--- src/rtl/mem_arb_pkg.sv ---
// -----------------------------------------------------------------------------
// mem_arb_pkg
// Shared constants for the two-port memory arbiter.
//   ST_*   : 2-bit FSM state encodings (IDLE -> SETUP -> ACCESS -> DONE)
//   OWN_*  : owner encoding used for the transaction latch and last_owner
// Kept as plain localparams so legacy include-style code can use the same names.
// -----------------------------------------------------------------------------
package mem_arb_pkg;

  localparam logic [1:0] ST_IDLE   = 2'd0;
  localparam logic [1:0] ST_SETUP  = 2'd1;
  localparam logic [1:0] ST_ACCESS = 2'd2;
  localparam logic [1:0] ST_DONE   = 2'd3;

  localparam logic OWN_CPU  = 1'b0;
  localparam logic OWN_HOST = 1'b1;

endpackage

--- src/rtl/mem_arb_pick.sv ---
// -----------------------------------------------------------------------------
// mem_arb_pick
// Combinational two-way round-robin picker.
// Ports:
//   cpu_req     in  CPU request level
//   host_req    in  host request level
//   host_lock   in  masks the CPU request while high
//   last_owner  in  owner of the previous grant (OWN_CPU / OWN_HOST)
//   grant_valid out at least one eligible requester
//   grant_owner out winning requester (meaningful only with grant_valid)
// -----------------------------------------------------------------------------
module mem_arb_pick
  import mem_arb_pkg::*;
(
  input  logic cpu_req,
  input  logic host_req,
  input  logic host_lock,
  input  logic last_owner,
  output logic grant_valid,
  output logic grant_owner
);

  logic cpu_elig;

  assign cpu_elig = cpu_req & ~host_lock;

  always_comb begin
    // NOTE: every always_comb output gets a default first so no path leaves it unassigned (no latch).
    grant_valid = cpu_elig | host_req;
    grant_owner = OWN_CPU;
    if (cpu_elig && host_req) begin
      // Contention: the side that did not win last time goes first.
      grant_owner = (last_owner == OWN_CPU) ? OWN_HOST : OWN_CPU;
    end else if (host_req) begin
      grant_owner = OWN_HOST;
    end
  end

endmodule

--- src/rtl/mem_arbiter.sv ---
// -----------------------------------------------------------------------------
// mem_arbiter
// Shares one single-port program/data memory between the CPU controller and the
// host loader/debug port. Each transaction is one word, 4 cycles:
//   IDLE (arbitrate, gnt) -> SETUP (address out) -> ACCESS (write strobe or
//   read capture) -> DONE (done pulse, rdata valid).
// Ports:
//   clk, reset                      clock, synchronous active-high reset
//   cpu_req/write/addr/wdata        CPU request fields (held until gnt)
//   cpu_gnt, cpu_done, cpu_rdata    CPU handshake pulses and read data register
//   host_*                          same set for the host port
//   host_lock                       blocks CPU grants while high
//   mem_addr, mem_wdata, mem_write  memory command (addr/wdata registered)
//   mem_rdata                       memory read data, one cycle after mem_addr
//   busy                            high in every state except IDLE
// -----------------------------------------------------------------------------
module mem_arbiter
  import mem_arb_pkg::*;
#(
  parameter int ADDR_W = 8,
  parameter int DATA_W = 8
) (
  input  logic              clk,
  input  logic              reset,
  input  logic              cpu_req,
  input  logic              cpu_write,
  input  logic [ADDR_W-1:0] cpu_addr,
  input  logic [DATA_W-1:0] cpu_wdata,
  output logic              cpu_gnt,
  output logic              cpu_done,
  output logic [DATA_W-1:0] cpu_rdata,
  input  logic              host_req,
  input  logic              host_write,
  input  logic [ADDR_W-1:0] host_addr,
  input  logic [DATA_W-1:0] host_wdata,
  output logic              host_gnt,
  output logic              host_done,
  output logic [DATA_W-1:0] host_rdata,
  input  logic              host_lock,
  output logic [ADDR_W-1:0] mem_addr,
  output logic [DATA_W-1:0] mem_wdata,
  output logic              mem_write,
  input  logic [DATA_W-1:0] mem_rdata,
  output logic              busy
);

  logic [1:0]        state_q,      state_d;
  logic              owner_q,      owner_d;
  logic              write_q,      write_d;
  logic              last_owner_q, last_owner_d;
  logic [ADDR_W-1:0] mem_addr_q,   mem_addr_d;
  logic [DATA_W-1:0] mem_wdata_q,  mem_wdata_d;
  logic [DATA_W-1:0] cpu_rdata_q,  cpu_rdata_d;
  logic [DATA_W-1:0] host_rdata_q, host_rdata_d;

  logic grant_valid;
  logic grant_owner;
  logic win;

  mem_arb_pick u_pick (
    .cpu_req     (cpu_req),
    .host_req    (host_req),
    .host_lock   (host_lock),
    .last_owner  (last_owner_q),
    .grant_valid (grant_valid),
    .grant_owner (grant_owner)
  );

  // A grant is only issued from IDLE and never in a cycle where reset is
  // sampled, since that edge would discard the latched fields anyway.
  assign win = (state_q == ST_IDLE) && grant_valid && !reset;

  always_comb begin
    state_d      = state_q;
    owner_d      = owner_q;
    write_d      = write_q;
    last_owner_d = last_owner_q;
    mem_addr_d   = mem_addr_q;
    mem_wdata_d  = mem_wdata_q;
    cpu_rdata_d  = cpu_rdata_q;
    host_rdata_d = host_rdata_q;

    case (state_q)
      ST_IDLE: begin
        if (grant_valid) begin
          state_d      = ST_SETUP;
          owner_d      = grant_owner;
          last_owner_d = grant_owner;
          // The address/data latch doubles as the memory command register, so
          // it is already on mem_addr/mem_wdata during SETUP and holds after.
          if (grant_owner == OWN_HOST) begin
            write_d     = host_write;
            mem_addr_d  = host_addr;
            mem_wdata_d = host_wdata;
          end else begin
            write_d     = cpu_write;
            mem_addr_d  = cpu_addr;
            mem_wdata_d = cpu_wdata;
          end
        end
      end
      ST_SETUP: begin
        state_d = ST_ACCESS;
      end
      ST_ACCESS: begin
        state_d = ST_DONE;
        // Memory returns data one cycle after SETUP presented the address.
        if (!write_q) begin
          if (owner_q == OWN_HOST) host_rdata_d = mem_rdata;
          else                     cpu_rdata_d  = mem_rdata;
        end
      end
      ST_DONE: begin
        state_d = ST_IDLE;
      end
      default: begin
        state_d = ST_IDLE;
      end
    endcase
  end

  always_ff @(posedge clk) begin
    if (reset) begin
      // NOTE: the data-path registers are reset too because their zero value is visible on the ports after reset.
      state_q      <= ST_IDLE;
      owner_q      <= OWN_CPU;
      write_q      <= 1'b0;
      last_owner_q <= OWN_HOST;
      mem_addr_q   <= '0;
      mem_wdata_q  <= '0;
      cpu_rdata_q  <= '0;
      host_rdata_q <= '0;
    end else begin
      // NOTE: sequential state uses non-blocking assignments so every register samples pre-edge values.
      state_q      <= state_d;
      owner_q      <= owner_d;
      write_q      <= write_d;
      last_owner_q <= last_owner_d;
      mem_addr_q   <= mem_addr_d;
      mem_wdata_q  <= mem_wdata_d;
      cpu_rdata_q  <= cpu_rdata_d;
      host_rdata_q <= host_rdata_d;
    end
  end

  assign cpu_gnt    = win && (grant_owner == OWN_CPU);
  assign host_gnt   = win && (grant_owner == OWN_HOST);
  assign cpu_done   = (state_q == ST_DONE) && (owner_q == OWN_CPU);
  assign host_done  = (state_q == ST_DONE) && (owner_q == OWN_HOST);
  assign cpu_rdata  = cpu_rdata_q;
  assign host_rdata = host_rdata_q;
  assign mem_addr   = mem_addr_q;
  assign mem_wdata  = mem_wdata_q;
  assign mem_write  = (state_q == ST_ACCESS) && write_q;
  assign busy       = (state_q != ST_IDLE);

endmodule

--- config.mk ---
export PLATFORM = sky130hd
export DESIGN_NAME = mem_arbiter
export DESIGN_NICKNAME = d
export VERILOG_FILES = /design/src/rtl/mem_arb_pkg.sv /design/src/rtl/mem_arb_pick.sv /design/src/rtl/mem_arbiter.sv
export SDC_FILE = /design/constraint.sdc
export NUM_CORES = 1
export LEC_CHECK = 0
export CORE_ASPECT_RATIO = 0.5
export CORE_MARGIN = 3
export CORE_UTILIZATION = 38
export CTS_BUF_LIST = sky130_fd_sc_hd__clkbuf_4 sky130_fd_sc_hd__clkbuf_8
export CTS_CLUSTER_DIAMETER = 200
export DETAILED_ROUTE_END_ITERATION = 10
export PLACE_DENSITY = 0.9
export RECOVER_POWER = 50
export SETUP_SLACK_MARGIN = 0.5
export SYNTH_ARGS = -nofsm -noshare
export SYNTH_HDL_FRONTEND = slang
export SYNTH_SLANG_ARGS = --single-unit
--- constraint.sdc ---
create_clock -name clk -period 1.5 [get_ports clk]
set_clock_uncertainty 0.15 [all_clocks]
set_input_delay 0.15 -clock clk [delete_from_list [all_inputs] [get_ports clk]]
set_output_delay 0.15 -clock clk [all_outputs]
set_load 0.02 [all_outputs]
# Word level (Yosys, flattened, before mapping)
# Cells that the tools add are included.
# totals
ff_bits	37
output_inout_bits	38
# op_classes
n_eq_ne	4
n_mux	8
n_bitwise	6
reduce_logical	14
# ops
cell	count
2-to-1 mux 8 bit	2
logical AND 1 bit	8
one-hot mux 2 bit (4 select lines)	1
AND reduction 3 bit	2
equality test 2 bit, second input constant	2
2-to-1 mux 1 bit	4
NOT 1 bit	4
equality test 2 x 1 -> 1 bit, second input constant	1
logical NOT 2 bit	1
2-to-1 mux 2 bit	1
!= test 2 bit, second input constant	1
AND reduction 2 bit	1
nonzero test 2 bit	1
bitwise AND 1 bit	1
logical NOT 1 bit	1
bitwise OR 1 bit	1

# Logic depth before layout (Yosys ltp)
# Gate-level depths: netlist of the first run.
# depth
word_depth	6
ltp_mapped	7
ltp_nobuf	6

# Hierarchy
# Synthesis of the first run repeated with hierarchy kept, for this count alone.
# hier_totals
cells_unflattened	181
area_unflattened_um2	1664.1
# by_module_without_submodules
module	n_inst	cells_each	area_per_inst_um2
mem_arbiter	1	177	1636.6
mem_arb_pick	1	4	27.5

# Worst setup path before layout of the first run
# No wires, ideal clock.
# synth_timing
kind	reg2reg
from	register state_q[0]
to	register state_q[1]
setup_ps	128
t_arrival_ps	1267
t_required_ps	1222
setup_slack_ps	-45
path_stages_with_launch	7
n_path_buf	0
path_cell_list	dfxtp_1 inv_1 ha_1 inv_2 or3_1 mux2i_1 nor2_1
# synth_between
elab_chain_cells	2
elab_cells_between_ends	6
# synth_rtl
element	line_no	source
from (decl)	mem_arbiter.sv:47	logic [1:0] state_q, state_d;
from (signal assigned)	mem_arbiter.sv:135	state_q <= state_d;
equality test 2 bit (tied with other cells)	mem_arbiter.sv:83	case (state_q)
one-hot mux 2 bit (4 select lines) / != test 2 bit (equally long branches)	n/a	
# Several ways; a longest one is shown, not always the timed one.
# A chain may end at the register's enable or synchronous reset.

# Worst setup path in the final report of the first run
# layout_timing
from	register state_q[1]
to	register state_q[1]
# Same word-level chain as after synthesis.

==> results of run 1 <==
## repair_timing
action	CTS	global route
gates resized for setup	296	18
pin swaps	16	5
buffers inserted	13	12
gates cloned	5	0
endpoints found under the setup margin	75	75
hold buffers	0	0
## state kept, by name, summed over array words and instances, names as in the netlist
register / count
cpu_rdata: 8
host_rdata: 8
last_owner_q: 1
mem_addr: 8
mem_wdata: 8
owner_q: 1
state_q: 2
write_q: 1
## worst max-delay path: cells and delay by family, from the launching register on
kind	cells	cell delay, ns
flip-flops	1	0.35
AND/OR/NAND/NOR	2	0.43
buffers and inverters	3	0.24
adder cells (fa/ha/maj)	1	0.17
multiplexers	1	0.19
## worst max-delay path by stage
stage	to	slack, ns	depth (start not counted)
after floorplan	state_q[1]$_SDFFE_PP0P_	0.06	6
after global placement	host_gnt	-0.47	6
after detailed placement	host_gnt	-0.49	6
after CTS	cpu_rdata[1]$_SDFFE_PP0P_	-0.07	7
after global routing	state_q[1]$_SDFFE_PP0P_	-0.19	7
final	state_q[1]$_SDFFE_PP0P_	-0.16	7
## layout make-up
cell class | count | area (um^2)
Clock buffer | 5 | 68.82
Clock inverter | 3 | 17.52
Fill cell | 198 | 625.6
Inverter | 3 | 16.27
Multi-Input combinational cell | 128 | 1124
Sequential cell | 37 | 785.8
Tap cell | 54 | 67.56
Timing Repair Buffer | 136 | 1479
## where the power goes
| group | total (mW) | switching, mW | internal [mW] |
|---|---|---|---|
| sequential | 1.45 | 0.199 | 1.25 |
| combinational | 3.47 | 1.60 | 1.87 |
| clock | 0.719 | 0.398 | 0.321 |
## through the flow
step,setup TNS (ns),worst slack [ns],utilization (%),hold slack (ns),power [mW]
4_1_cts,-0.7439,-0.06629,80.77,0.1401,5.160
3_5_place_dp,-9.721,-0.4913,68.18,0.2952,3.604
6_report,-2.453,-0.1602,85.05,0.1710,5.646
2_1_floorplan,0,0.05740,-,0.1439,2.792
5_1_grt,-4.515,-0.1939,85.05,0.1778,5.853
3_3_place_gp,-8.084,-0.4678,68.18,0.2966,3.521
## routing by layer
metal / part of all wire [%] / global-route usage, % / vias up
li1: - / - / 875
met1: 42 / 29.12 / 955
met2: 50 / 42.41 / 81
met3: 5.9 / 6.361 / 16
met4: 2.1 / 10.89 / 0
met5: 0 / 0 / -
## layout by cell type (no fill, tap or decap), drive strengths merged, types with 4 or more instances in the layout
cell type and instances:
a211oi 18, clkbuf 5, nand2 21, a21oi 19
ha 4, buf 91, mux2i 17, nor2 37
clkdlybuf4s50 42, dfxtp 37
## logic make-up (layout without fill, tap and decap cells)
family,count (synthesis),count (layout),share of synthesized area [%]
compound gates,39,39,22.14
flops,37,37,41.87
simple gates,68,68,16.76
mux,17,17,9.618
buf+inv,16,147,6.789
fa+ha+maj,4,4,2.829
==> summary.md, run 1 <==
| Metric | Value |
|---|---|
| Status | finished with violations |
| Violations in the final reports | setup timing |
| Synth unique cells | 27 |
| Hold Path Class | input pin to flip-flop |
| CTS Buf Count | 5 |
| Share of flip-flops with an asynchronous set or reset | 0% |
| R2r endpoint | state_q[1]$_SDFFE_PP0P_ |
| Mapped cell area | 0.001769 mm^2 |
| Max incr delay on CP | 0.35 ns |
| Register area share after synthesis | 41.87% |
| Max_slew headroom | 74.77% |
| Final min period | 1.660 ns |
| Effective utilization at floorplan | 42.28% |
| GRT overflow | 0 |
| Clock root buffer | clkbuf_8 |
| Vias per cell | 5.265 |
| Setup CP Type | flip-flop to flip-flop |
| Max Cap Viol | 0 |
| Power Density | 1587 mW/mm^2 |
| Syn nets | 232 |
| Nets | 362 |
| Startpoint Class | flip-flop |
| Ys flop type | dfxtp_1 |
| Reg2reg start | state_q[1]$_SDFFE_PP0P_ |
| TritonCTS clock tree | built |
| Number of global-route vias before repair | 1,997 |
| Max Fanout on Critical Path | 3 |
| Actual slew at the worst max-slew pin | 0.3784 ns |
| DR WL/cell | 20.10 um |
| DRT Pass-1 Iters | 4 |
| First-iteration detailed-routing DRC count | 104 |
| Critical path arrival | 1.67 ns |
| Worst Setup SP | state_q[1]$_SDFFE_PP0P_ |
| Dpl cell area | 0.002853 mm^2 |
| Worst reg2reg path depth | 7 |
| Number of routed nets with antenna violations | 0 |
| VDD IR-drop max | 734.0 uV |
| Max Clock Freq | 602.3 MHz |
| Final worst setup slack | -0.1602 ns |
| Slew Viols, Final | 0 |
| Register-to-register setup slack | -0.16 ns |
| Die width | 102.5 um |
| Placer Congestion | 0.7346 |
| Die area | 0.005560 mm^2 |
| Synth Warn # | 0 |
| Core area | 0.004184 mm^2 |
| Reg clk slew, reported paths | 0.09 ns |
| Total GRT Usage | 24.42% |
| Final wirelength | 7358 um |
| Initial antenna violation count | 0 |
| Post-synth EDFFs | 0 |
| Clock Latency Late Sink | 0.30 ns |
| H-tree levels | 2 |
| Height of the die | 54.25 um |
| Finished Layout Cells | 366 |
| Boundary Pins | 85 |
| Max stage delay cell, worst path | dfxtp_2 |
| Area share of the largest cell type after synthesis | 41.87% |
| Yosys reg bits | 37 |
| Setup crit end kind | flip-flop |
| Cell taking the most area after synthesis | dfxtp_1 |
| Synth cell count leaders | dfxtp_1, nor2_1, nand2_1 |
| Area growth syn-to-layout | 101.1% |
| Leakage | 1.504 nW |
| Clk sinks | 37 |
| Site Rows | 16 |
| Drc violations | 0 |
| Worst hold path depth | 3 |
| Final setup violating endpoints | 38 |
| Critical Path RT | 1.51 ns |
| Layout cells sized above 1 | 65.71% |
| HPWL Detailed | 3812 um |
| Design Area, Final | 0.003558 mm^2 |
| Pin count of the biggest net entering global routing | 30 |
| Synth Area per Inst | 9.775 um^2 |
| RSZ-0062 raised after global routing | yes |
| Hold Violations, Final | 0 |
| HP Start | reset |
| Area contributors post-synth | dfxtp_1, a211oi_2, mux2i_1, a21oi_2, nor2_1 |
| Worst Hold Path EP | mem_wdata[4]$_SDFFE_PP0P_ |
| Number of diodes | 0 |
| Buffers added on ports | 84 |
| Buffer levels on the longest clock path | 2 |
| Mapped Cells | 181 |
| First-pass GRT wire length | 10,120 um |
| Placed Cells | 328 |
| Crit share post-route | 110.7% |
| Crit path cell chain | inv_2, ha_4, buf_6, inv_4, or3_4, mux2i_1, nor2_1 |
| Vias | 1,927 |
Note: power is estimated with default switching activity, not from simulation.
==> inputs of run 2 (changes only) <==
--- a/config.mk
+++ b/config.mk
@@ -5,6 +5,7 @@
 export SDC_FILE = /design/constraint.sdc
 export NUM_CORES = 1
 export LEC_CHECK = 0
+export ABC_CLOCK_PERIOD_IN_PS = 1500
 export CORE_ASPECT_RATIO = 0.5
 export CORE_MARGIN = 3
 export CORE_UTILIZATION = 38
==> results of run 2 <==
Same layout as run 1: the final DEF is identical, and so are final timing and power.
==> inputs of run 3 (changes only) <==
==> constraint.sdc (replaced) <==
create_clock -name clk -period 1.5 [get_ports clk]
set_clock_uncertainty 0.15 [all_clocks]
set_input_delay 0.225 -clock clk [delete_from_list [all_inputs] [get_ports clk]]
set_output_delay 0.225 -clock clk [all_outputs]
set_load 0.02 [all_outputs]
==> run 3 against run 2 <==
The run still ends with setup timing left. Critical path depth did not move. Final cell count decreased by 1.1%. First-iteration DRC count decreased by 7.7%. Setup slack got worse by 0.0059 ns. Sequential share of layout area shrank 0.054 points. Register-to-register slack about the same. Global-route usage decreased by 1.2 points. Core utilization increased by 0.21 points. Largest cell class unchanged.
==> summary.md, run 3 (synthesized netlist as in run 1, its figures left out) <==
| Metric | Value |
|---|---|
| TritonCTS clock tree | built (unchanged) |
| Critical Path RT | 1.52 ns (was 1.51 ns) |
| Design Area, Final | 0.003567 mm^2 (was 0.003558 mm^2) |
| Setup crit end kind | flip-flop (unchanged) |
| Number of routed nets with antenna violations | 0 (unchanged) |
| DRT Pass-1 Iters | 4 (unchanged) |
| Vias per cell | 5.326 (was 5.265) |
| Setup CP Type | flip-flop to flip-flop (unchanged) |
| Hold Violations, Final | 0 (unchanged) |
| Hold Path Class | input pin to flip-flop (unchanged) |
| Max incr delay on CP | 0.37 ns (was 0.35 ns) |
| Max Fanout on Critical Path | 3 (unchanged) |
| Die area | 0.005560 mm^2 (unchanged) |
| Buffer levels on the longest clock path | 2 (unchanged) |
| Die width | 102.5 um (unchanged) |
| HPWL Detailed | 3867 um (was 3812 um) |
| Core area | 0.004184 mm^2 (unchanged) |
| First-iteration detailed-routing DRC count | 96 (was 104) |
| Hold buffers post-CTS | 0 (unchanged) |
| Clk sinks | 37 (unchanged) |
| Max stage delay cell, worst path | dfxtp_4 (was dfxtp_2) |
| Critical path arrival | 1.69 ns (was 1.67 ns) |
| Crit path cell chain | inv_6, ha_4, buf_6, inv_4, or3_4, mux2i_1, nor2_1 (was inv_2, ha_4, buf_6, inv_4, or3_4, mux2i_1, nor2_1) |
| Number of diodes | 0 (unchanged) |
| Max Cap Viol | 0 (unchanged) |
| Final setup violating endpoints | 36 (was 38) |
| Pin count of the biggest net entering global routing | 28 (was 30) |
| Height of the die | 54.25 um (unchanged) |
| Status | finished with violations (unchanged) |
| Effective utilization at floorplan | 42.28% (unchanged) |
| Total GRT Usage | 23.20% (was 24.42%) |
| Nets | 358 (was 362) |
| Area growth syn-to-layout | 101.6% (was 101.1%) |
| Dpl cell area | 0.002834 mm^2 (was 0.002853 mm^2) |
| Final core area utilization | 85.26% (was 85.05%) |
| Commonest non-fill, non-tap cells in the layout | buf_6, clkdlybuf4s50_1, buf_4 (was buf_6, clkdlybuf4s50_1, dfxtp_2, buf_4, nor2_1) |
| First-pass GRT wire length | 9680 um (was 10,120 um) |
| Buffers added on ports | 84 (unchanged) |
| Initial antenna violation count | 0 (unchanged) |
| GRT overflow | 0 (unchanged) |
| RSZ-0062 raised after global routing | yes (unchanged) |
| Boundary Pins | 85 (unchanged) |
| Clock root buffer | clkbuf_8 (unchanged) |
| Layout cells sized above 1 | 61.69% (was 65.71%) |
| Power Density | 1656 mW/mm^2 (was 1587 mW/mm^2) |
| VDD IR-drop max | 732.8 uV (was 734.0 uV) |
| Vias | 1,928 (was 1,927) |
| Leakage | 1.507 nW (was 1.504 nW) |
| Cell family with most CP delay | simple AND/OR/NAND/NOR gates (unchanged) |
| Most common cell after layout, fill and taps aside | buf_6 (unchanged) |
| Clock Latency Late Sink | 0.30 ns (about the same) |
| Crit share post-route | 111.1% (was 110.7%) |
| Startpoint Class | flip-flop (unchanged) |
| Drc violations | 0 (unchanged) |
| Reg clk slew, reported paths | 0.09 ns (about the same) |
| Actual slew at the worst max-slew pin | 0.3441 ns (was 0.3784 ns) |
| Slew Viols, Final | 0 (unchanged) |
| DR WL/cell | 20.79 um (was 20.10 um) |
| Final min period | 1.666 ns (was 1.660 ns) |
| Placer Congestion | 0.6883 (was 0.7346) |
| Final wirelength | 7527 um (was 7358 um) |
| CTS Buf Count | 5 (unchanged) |
| Number of global-route vias before repair | 1,977 (was 1,997) |
| Max Clock Freq | 600.2 MHz (was 602.3 MHz) |
| Violations in the final reports | setup timing (unchanged) |
| Final worst setup slack | -0.1661 ns (was -0.1602 ns) |
| WP buf/inv | 3 (unchanged) |
| Max_slew headroom | 77.06% (was 74.77%) |
| Site Rows | 16 (unchanged) |
| H-tree levels | 2 (unchanged) |
-- run 3: changes by cell type in the layout (fill, tap and decap cells not counted), sizes merged --
cell / before / now
clkbuf: 5 / 7
dlymetal6s2s: 0 / 1
buf: 91 / 85
clkinvlp: 1 / 0
dlygate4sd2: 3 / 2
bufinv: 0 / 2
clkinv: 2 / 1
-- run 3: power breakdown --
group | switching (mW) | internal [mW]
clock | 0.401 | 0.661
combinational | 1.63 | 1.75
sequential | 0.203 | 1.26
total | 2.23 | 3.67
-- run 3: area by class of cell --
| type | instances | area, um^2 |
|---|---|---|
| repair buffers | 132 | 1378 |
| clock buffers | 5 | 68.82 |
| flip-flops and latches | 37 | 785.8 |
| fillers | 200 | 616.8 |
| multi-input cells | 128 | 1184 |
| well taps | 54 | 67.56 |
| inverters | 3 | 18.77 |
| clock inverters | 3 | 65.06 |
-- run 3: final timing paths --
path | to | cells after the start | from | slack [ns]
max | state_q[1]$_SDFFE_PP0P_ | 7 | state_q[0]$_SDFFE_PP0P_ | -0.17
min | last_owner_q$_SDFFE_PP1P_ | 4 | host_req | 0.29
max reg2reg | state_q[1]$_SDFFE_PP0P_ | 7 | state_q[0]$_SDFFE_PP0P_ | -0.17
min reg2reg | cpu_rdata[3]$_SDFFE_PP0P_ | 2 | cpu_rdata[3]$_SDFFE_PP0P_ | 0.35
-- run 3: per-stage QoR --
stage	total power, mW	setup slack, ns	setup TNS, ns	hold slack, ns	cells
2_1_floorplan	2.733	0.05295	0	0.2189	181
3_5_place_dp	3.562	-0.6857	-11.86	0.3103	331
4_1_cts	5.201	-0.1273	-1.462	0.2757	352
6_report	5.905	-0.1661	-2.547	0.2922	362
5_1_grt	6.117	-0.2519	-4.122	0.3080	362
3_3_place_gp	3.466	-0.6575	-9.986	0.3128	331
-- run 3: timing repair --
action,4_1_cts,5_1_grt
hold endpoints to repair,0,0
gates resized for setup,291,32
endpoints found under the setup margin,75,75
cloned,2,2
buffers inserted,11,8
pin swaps,9,23
-- run 3: tightest hold or removal path: cells and delay by family --
family	cells	cell delay [ns]
buffers and inverters	1	0.15
AND/OR/NAND/NOR	3	0.34
-- run 3: routing by layer --
metal | vias to the layer above | GRT usage, % | part of all wire [%]
met5 | - | 0 | 0
met4 | 0 | 10.24 | 3.9
met3 | 28 | 6.107 | 5.8
met2 | 87 | 44.34 | 51
met1 | 948 | 24.75 | 39
li1 | 865 | - | -
